$ cat src/rtl/fir_out_decimator_if.sv
// Stream interface of the FIR output decimator: sample input, decimated
// valid/ready output and status flags.
interface fir_out_decimator_if #(
    parameter int IN_W  = 16,
    parameter int OUT_W = 16,
    parameter int LVL_W = 3
);
    logic                    in_valid;
    logic signed [IN_W-1:0]  y_in;
    logic                    out_valid;
    logic                    out_ready;
    logic signed [OUT_W-1:0] out_data;
    logic [LVL_W-1:0]        fifo_level;
    logic                    sat_pulse;
    logic                    overflow;

    // producer/consumer side of the decimator
    modport master (
        output in_valid, y_in, out_ready,
        input  out_valid, out_data, fifo_level, sat_pulse, overflow
    );

    // the decimator itself
    modport slave (
        input  in_valid, y_in, out_ready,
        output out_valid, out_data, fifo_level, sat_pulse, overflow
    );
endinterface

$ cat src/rtl/fir_out_decimator.sv
// Boxcar (accumulate-and-dump) decimator for the FIR output stream.
// Each DECIM-sample frame sum is rounded half-up, shifted, saturated to
// OUT_W bits and queued in a small FIFO drained over valid/ready.
module fir_out_decimator #(
    parameter int IN_W       = 16,
    parameter int OUT_W      = 16,
    parameter int DECIM      = 4,
    parameter int SHIFT      = 2,
    parameter int FIFO_DEPTH = 4
) (
    input logic               clk,
    input logic               rst,
    fir_out_decimator_if.slave bus
);
    localparam int PH_W  = $clog2(DECIM);
    localparam int ACC_W = IN_W + $clog2(DECIM) + 1;
    // one extra bit so the rounding offset can never wrap the sum
    localparam int RND_W = ACC_W + 1;
    localparam int AW    = $clog2(FIFO_DEPTH);
    localparam int LVL_W = AW + 1;
    localparam logic [PH_W-1:0]  LAST_PH = PH_W'(DECIM - 1);
    localparam logic [LVL_W-1:0] FULL_LV = LVL_W'(FIFO_DEPTH);

    logic [PH_W-1:0]         phase;
    logic signed [ACC_W-1:0] acc;
    logic signed [ACC_W-1:0] y_ext;
    logic signed [ACC_W-1:0] sum;
    logic signed [RND_W-1:0] sum_w;
    logic signed [RND_W-1:0] shifted;
    logic signed [OUT_W-1:0] res;
    logic                    clamped;

    logic                    dump, full, pop, push, drop;
    logic signed [OUT_W-1:0] mem [FIFO_DEPTH];
    logic [AW-1:0]           wptr, rptr;
    logic [LVL_W-1:0]        level;
    logic                    sat_q, ovf_q;

    assign y_ext = {{(ACC_W-IN_W){bus.y_in[IN_W-1]}}, bus.y_in};
    assign sum   = acc + y_ext;
    assign sum_w = {sum[ACC_W-1], sum};

    // round half up (toward +inf) then arithmetic shift
    if (SHIFT > 0) begin : g_round
        localparam logic signed [RND_W-1:0] HALF = RND_W'(1) << (SHIFT - 1);
        logic signed [RND_W-1:0] rnd;
        assign rnd     = sum_w + HALF;
        assign shifted = rnd >>> SHIFT;
    end else begin : g_noround
        assign shifted = sum_w;
    end

    // saturate to the signed OUT_W range
    if (OUT_W < RND_W) begin : g_clamp
        localparam logic signed [RND_W-1:0] MAXV = (RND_W'(1) << (OUT_W - 1)) - RND_W'(1);
        localparam logic signed [RND_W-1:0] MINV = ~MAXV;
        always_comb begin
            res     = shifted[OUT_W-1:0];
            clamped = 1'b0;
            if (shifted > MAXV) begin
                res     = MAXV[OUT_W-1:0];
                clamped = 1'b1;
            end else if (shifted < MINV) begin
                res     = MINV[OUT_W-1:0];
                clamped = 1'b1;
            end
        end
    end else begin : g_noclamp
        assign res     = OUT_W'(shifted);
        assign clamped = 1'b0;
    end

    // a full FIFO still takes a push when the head leaves on the same edge
    assign dump = bus.in_valid && (phase == LAST_PH);
    assign full = (level == FULL_LV);
    assign pop  = (level != '0) && bus.out_ready;
    assign push = dump && (!full || pop);
    assign drop = dump && full && !pop;

    // frame phase and running sum; both hold while in_valid is low
    always_ff @(posedge clk or negedge rst) begin
        if (!rst) begin
            phase <= '0;
            acc   <= '0;
        end else if (bus.in_valid) begin
            phase <= (phase == LAST_PH) ? '0 : phase + 1'b1;
            acc   <= (phase == '0) ? y_ext : sum;
        end
    end

    // result FIFO storage and pointers; pointers wrap naturally at AW bits
    always_ff @(posedge clk or negedge rst) begin
        if (!rst) begin
            for (int i = 0; i < FIFO_DEPTH; i++) mem[i] <= '0;
            wptr <= '0;
            rptr <= '0;
        end else begin
            if (push) begin
                mem[wptr] <= res;
                wptr      <= wptr + 1'b1;
            end
            if (pop) rptr <= rptr + 1'b1;
        end
    end

    // occupancy count
    always_ff @(posedge clk or negedge rst) begin
        if (!rst) begin
            level <= '0;
        end else begin
            case ({push, pop})
                2'b10:   level <= level + 1'b1;
                2'b01:   level <= level - 1'b1;
                default: level <= level;
            endcase
        end
    end

    // status: saturation pulse for accepted results, sticky drop flag
    always_ff @(posedge clk or negedge rst) begin
        if (!rst) begin
            sat_q <= 1'b0;
            ovf_q <= 1'b0;
        end else begin
            sat_q <= push && clamped;
            ovf_q <= ovf_q | drop;
        end
    end

    assign bus.out_valid  = (level != '0);
    assign bus.out_data   = mem[rptr];
    assign bus.fifo_level = level;
    assign bus.sat_pulse  = sat_q;
    assign bus.overflow   = ovf_q;
endmodule

$ cat src/flat_wrapper.sv
// flat-port wrapper written by rule: the top's interface ports become plain ports
module fir_out_decimator_flat 
#(
    parameter int IN_W       = 16,
    parameter int OUT_W      = 16,
    parameter int DECIM      = 4,
    parameter int SHIFT      = 2,
    parameter int FIFO_DEPTH = 4
)
  (clk, rst, bus_in_valid, bus_y_in, bus_out_ready, bus_out_valid, bus_out_data, bus_fifo_level, bus_sat_pulse, bus_overflow);
  fir_out_decimator_if #(.IN_W(IN_W), .OUT_W(OUT_W)) bus_i ();
  input logic clk;
  input logic rst;
  input wire logic [$bits(bus_i.in_valid)-1:0] bus_in_valid;
  input wire logic [$bits(bus_i.y_in)-1:0] bus_y_in;
  input wire logic [$bits(bus_i.out_ready)-1:0] bus_out_ready;
  output wire logic [$bits(bus_i.out_valid)-1:0] bus_out_valid;
  output wire logic [$bits(bus_i.out_data)-1:0] bus_out_data;
  output wire logic [$bits(bus_i.fifo_level)-1:0] bus_fifo_level;
  output wire logic [$bits(bus_i.sat_pulse)-1:0] bus_sat_pulse;
  output wire logic [$bits(bus_i.overflow)-1:0] bus_overflow;
  assign bus_i.in_valid = bus_in_valid;
  assign bus_i.y_in = bus_y_in;
  assign bus_i.out_ready = bus_out_ready;
  assign bus_out_valid = bus_i.out_valid;
  assign bus_out_data = bus_i.out_data;
  assign bus_fifo_level = bus_i.fifo_level;
  assign bus_sat_pulse = bus_i.sat_pulse;
  assign bus_overflow = bus_i.overflow;
  fir_out_decimator #(.IN_W(IN_W), .OUT_W(OUT_W), .DECIM(DECIM), .SHIFT(SHIFT), .FIFO_DEPTH(FIFO_DEPTH)) u_core (.clk(clk), .rst(rst), .bus(bus_i));
endmodule
$ cat config.mk
export PLATFORM = sky130hd
export DESIGN_NAME = fir_out_decimator_flat
export DESIGN_NICKNAME = d
export VERILOG_FILES = /design/src/rtl/fir_out_decimator_if.sv /design/src/rtl/fir_out_decimator.sv /design/src/flat_wrapper.sv
export SDC_FILE = /design/constraint.sdc
export NUM_CORES = 1
export LEC_CHECK = 0
export CAP_MARGIN = 20
export CORE_ASPECT_RATIO = 1.75
export CORE_UTILIZATION = 40
export DETAILED_ROUTE_END_ITERATION = 7
export PLACE_DENSITY = 0.61
export SKIP_CTS_REPAIR_TIMING = 1
export SLEW_MARGIN = 40
export SYNTH_ARGS = -nofsm -noshare
export SYNTH_HDL_FRONTEND = slang
export SYNTH_SLANG_ARGS = --single-unit
$ cat constraint.sdc
create_clock -name clk -period 10.2 [get_ports clk]
set_clock_uncertainty 0.05 [all_clocks]
set_input_delay 2.04 -clock clk [delete_from_list [all_inputs] [get_ports clk]]
set_output_delay 2.04 -clock clk [all_outputs]
set_load 0.005 [all_outputs]
==> metrics <==
dpl hpwl=10550 µm; final net count=668; final setup margin=3929 ps; Slew Limit Fails=0; Final Hold Viols=0; Reg2Reg Depth=13; Top FF cell, synth=dfrtp_1; Avg WL per Cell=17.81 µm; placed cell areas=around 6300 µm²; number of max-cap violations=0; Fin Hold WS=432.5 ps; Core ar.=13910 µm²; layout cell share with drive strength beyond 1=between 10% and 20%; CP Max Fanout=57; Psw=1.258 mW; largest cells by area after synthesis=dfrtp_1, nor2_1, a31oi_1; Post-synth EDFFs=0; Comb pwr share=62.1%; post-route cell area=6560 µm²; clk sinks=94; Synth-to-Final Area Change=15.41%; status=completed; Die ar.=between 10000 and 15000 µm²; pin count of the biggest net entering global routing=58; Antenna Nets Post-Route=0; IO Port Bufs=41; Boundary Pins=between 40 and 50; depth of the CTS H-tree=3; Rel. slew slack=48.47%; Mapped Nets=647; number of cells on the worst hold path=1; unrepaired setup endpoints after global routing=no; P_leak=roughly 2.7 nW; P_int=1.400 mW; element type at the critical path start=input port; Die X=92.11 µm; grt ovf=0; total negative slack=0 ps; crit path kind=in -> reg; CTS Buf Count=9; clock transition at the registers of the reported paths=70 ps; Pwr Density=405.2 nW/µm²; starting density of the core=around two fifths; clk buf depth=2; initial antenna violation count=0; Avg Vias per Cell=between 5 and 6; crit end category=flop; clock share of power=about 12%; final setup violating endpoints=0; post-place setup slack=3545 ps; Cell Area, Synth=5684 µm²; post-synth cell types=57; hold crit path type=reg -> reg; drt first pass iters=5; Synthesis Warnings=0; initial drt markers=~230; #FFs+latches synth=94; Switching Share=47.34%; Root Buffer=clkbuf_16; Synth top area share=41.38%; sequential fraction of the synthesis area=41.38%; WP data required=10340 ps; cell taking the most area after synthesis=dfrtp_1; worst slew pin tran=768.3 ps; Worst-Skew Late Latency=340 ps; Rows=57; vias in the first global route=roughly 4.8k; die height=159.7 µm; peak supply drop=0.1835 mV; GR Util All Layers=20.64%; commonest non-fill, non-tap cell in the layout=nor2_1; sequential power share=between 20% and 30%; n_diodes=0; placer congestion estimate=slightly above 0.9; CTS tree=built; Period minus WS final=6271 ps; Register-to-Register Setup Slack=5780 ps; routed via count=4639; most frequent cells in the layout=nor2_1, dfrtp_1, a31oi_1, a21oi_1; fmax=159.5 MHz; Synth async-reset ratio=100.0%; first-pass GRT wire length=23760 µm; DRC=0; syn avg cell area=9.489 µm²; Final period util=61.48%; Arr. time, crit path=about 6400 ps; Post-Syn Instances=599; Routed WL=~14000 µm
-- kinds of logic (layout without fill, tap and decap cells) --
kind of cell / Yosys count / count (layout) / share of synthesized area, %
xor+xnor: 36 / 36 / 5.811
fa+ha+maj: 28 / 28 / 6.427
simple gates: 188 / 188 / 15.06
mux: 33 / 33 / 9.465
buf+inv: 56 / 82 / 3.852
flops: 94 / 94 / 41.38
compound gates: 164 / 164 / 18.01
-- cells in the mapped netlist (2+ instances only) --
cell type  number
a211oi_1        3
a21o_1          3
a21oi_1        42
a31oi_1        61
and2_1          9
and3_1          3
and3b_1         2
buf_1           4
buf_2           7
clkbuf_1       30
dfrtp_1        94
fa_1            2
ha_1           26
inv_1          15
mux2_2          6
mux2i_1        11
mux4_2         16
nand2_1        40
nand2b_1        2
nand3_1         4
nand4_1         9
nor2_1        102
nor3_1          3
nor4_1          3
o211ai_1        5
o21a_1          2
o21ai_0        23
o21ai_1         4
o21bai_1        3
o221ai_1        3
o311a_1         4
xnor2_1        17
xor2_1         17
-- worst max-delay path: stages --
cell and delay, ps:
clkdlybuf4s50_1 500, ha_1 180, inv_1 60, fa_1 400, nand2b_1 200, a211oi_2 450
o21ai_0 140, a211oi_1 650, and2_1 310, nand4_2 170, nor3_4 370, mux2i_4 280
buf_4 480, a31oi_1 160
-- flip-flops by register name, indices dropped and copies added, names as in the netlist --
signal,cells
u_core.mem,64
u_core.acc,19
u_core.bus.fifo_level,3
u_core.phase,2
u_core.rptr,2
u_core.wptr,2
u_core.bus.overflow,1
u_core.bus.sat_pulse,1
-- final timing paths --
check,startpoint,end
hold / removal,u_core.bus.overflow,u_core.bus.overflow
setup reg to reg,u_core.acc[0],u_core.mem[12]
hold reg to reg,u_core.bus.overflow,u_core.bus.overflow
setup / recovery,bus_y_in[0],u_core.mem[12]
min in group asynchronous,rst,u_core.mem[36]
max in group asynchronous,rst,u_core.mem[39]
-- per-layer routing --
layer,track usage (%),up-vias,wire length [µm]
li1,-,2208,-
met5,0,-,0
met1,23.23,2250,5555
met3,2.619,50,421
met4,10.44,0,626
met2,37.52,131,7682
-- final cells by class --
cell class	instances	area, µm²
inverter	15	56.30
multi-input combinational	449	3141
clock buffer	9	225.2
timing repair buffer	51	495.5
clock inverter	7	67.56
tap	177	221.5
fill	1325	7347
sequential	94	2354
-- stage by stage --
stage | power, mW | instances | util (%)
floorplan | 1.795 | 599 | -
global placement | 2.270 | 785 | 44.80
detailed placement | 2.325 | 786 | 44.96
CTS | 2.661 | 802 | 47.06
global route | 2.868 | 802 | 47.17
finish | 2.658 | 802 | 47.17
-- power groups by stage --
stage | clock network [mW] | registers, mW | logic, mW
global route | 0.351 | 0.703 | 1.81
floorplan | 0 | 0.636 | 1.16
CTS | 0.337 | 0.679 | 1.65
finish | 0.327 | 0.679 | 1.65
global placement | 0 | 0.669 | 1.60
detailed placement | 0 | 0.686 | 1.64
Power figures use the tool's default switching activity.
==> patch (config.mk and constraints unchanged) <==
`IN_W` is set to 16 in 3 places; all go to 32.
--- a/src/rtl/fir_out_decimator_if.sv
+++ b/src/rtl/fir_out_decimator_if.sv
@@ -1,7 +1,7 @@
 // Stream interface of the FIR output decimator: sample input, decimated
 // valid/ready output and status flags.
 interface fir_out_decimator_if #(
-    parameter int IN_W  = 16,
+    parameter int IN_W  = 32,
     parameter int OUT_W = 16,
     parameter int LVL_W = 3
 );
--- a/src/rtl/fir_out_decimator.sv
+++ b/src/rtl/fir_out_decimator.sv
@@ -2,7 +2,7 @@
 // Each DECIM-sample frame sum is rounded half-up, shifted, saturated to
 // OUT_W bits and queued in a small FIFO drained over valid/ready.
 module fir_out_decimator #(
-    parameter int IN_W       = 16,
+    parameter int IN_W       = 32,
     parameter int OUT_W      = 16,
     parameter int DECIM      = 4,
     parameter int SHIFT      = 2,
--- a/src/flat_wrapper.sv
+++ b/src/flat_wrapper.sv
@@ -1,7 +1,7 @@
 // flat-port wrapper written by rule: the top's interface ports become plain ports
 module fir_out_decimator_flat 
 #(
-    parameter int IN_W       = 16,
+    parameter int IN_W       = 32,
     parameter int OUT_W      = 16,
     parameter int DECIM      = 4,
     parameter int SHIFT      = 2,
Interface: changed (resized bus_y_in); port bits go from 42 to 58. The function was not compared with the original's and may differ.
==> patch against the original RTL <==
Cell area rose by 45%; setup slack got worse by 1.5 ns; wire length grew 66%; power rose by 42%; clock power is 24% higher; register-to-register slack lost 1.6 ns; core utilization decreased by 0.71 points; area after synthesis grew 48%; critical path type unchanged; sequential cell count rose by 16; sequential power rose by 16%; largest cell class unchanged; the flow now finishes with violations (DRC).
==> patch: results (changes against the original RTL) <==
layout cell share with drive strength beyond 1 0.0898 (-0.0126); first-pass GRT wire length 38.8 mm (+63%); R2R Setup Slk 4.18 ns (-1.60 ns); worst-case vdd ir drop 0.192 mV (+4.5%); Data arrival, critical path 7.95 ns (+1.54 ns); WL met1 8.94 mm (+61%); Skew-Pair Late Insertion Delay 0.37 ns (+0.03 ns); drt first pass iters 7 (+2); DRT iter0 DRCs 391 (+73%); critical path peak fanout 61 (+7.0%); WL met3 699 um (+66%); outcome complete, but fails checks; Critical Path Source bus_y_in[1]; total wire length 23.8 mm (+66%); max incr delay on CP 0.77 ns (+0.12 ns); Worst Setup EP u_core.mem[42]$_DFFE_PN0P_; failing checks DRC; via count 7480 (+61%); pin count of the biggest net entering global routing 76 (+31%); hold path endpoint u_core.acc[32]$_DFFE_PN0P_; min-delay src u_core.acc[32]$_DFFE_PN0P_; GPL Wtd Cong 0.917 (+0.59%); vias in the first global route 7392 (+55%); slowest CP cell nor3_1; total power 3.78 mW (+42%); Starting Density 0.412 (+0.00306); met2 usage 0.432 (+0.0573); syn_nets 1047 (+62%); Comb pwr share 0.685 (+0.064); post-synthesis sequential area ratio 0.327 (-0.0871); Post-synth top cells nor2_1, dfrtp_1, a21oi_1, nand2_1, ha_1; Synth cell types 79 (+39%); worst r2r src u_core.acc[1]$_DFFE_PN0P_; Worst Reg-to-Reg Cells 14 (+1); DRC 3 (+3); Least-Margin Pin Slew 0.858 ns (+0.0895 ns)
## patch: area by class of cell
cell class              count  area (um^2)
fillers                  1996        11000
repair buffers             67          642
multi-input cells         780         5390
clock inverters             7          115
clock buffers               9          225
flip-flops and latches    110         2750
inverters                  18         67.6
well taps                 248          310
## patch: through the flow
step                cell area (um^2)   util  worst slack (ns)  cells  hold slack (ns)
finish                          9510  0.465              2.41   1239            0.441
global route                    9510  0.465              2.03   1239            0.476
CTS                             9490  0.464              2.55   1239            0.444
detailed placement              9150  0.447              2.16   1223            0.427
global placement                9130  0.446              2.09   1223            0.417
floorplan                       8430      -              4.00    967            0.392
## patch: cell families (layout without fill, tap and decap cells)
family	after synthesis	in the layout	share of synthesized area
AND/OR/NAND/NOR	350	350	0.204
adder cells (fa/ha/maj)	44	44	0.0671
multiplexers	43	43	0.0766
flip-flops	110	110	0.327
AO/OA/AOI/OAI	290	290	0.230
XOR/XNOR	53	53	0.0567
buffers and inverters	77	101	0.0391
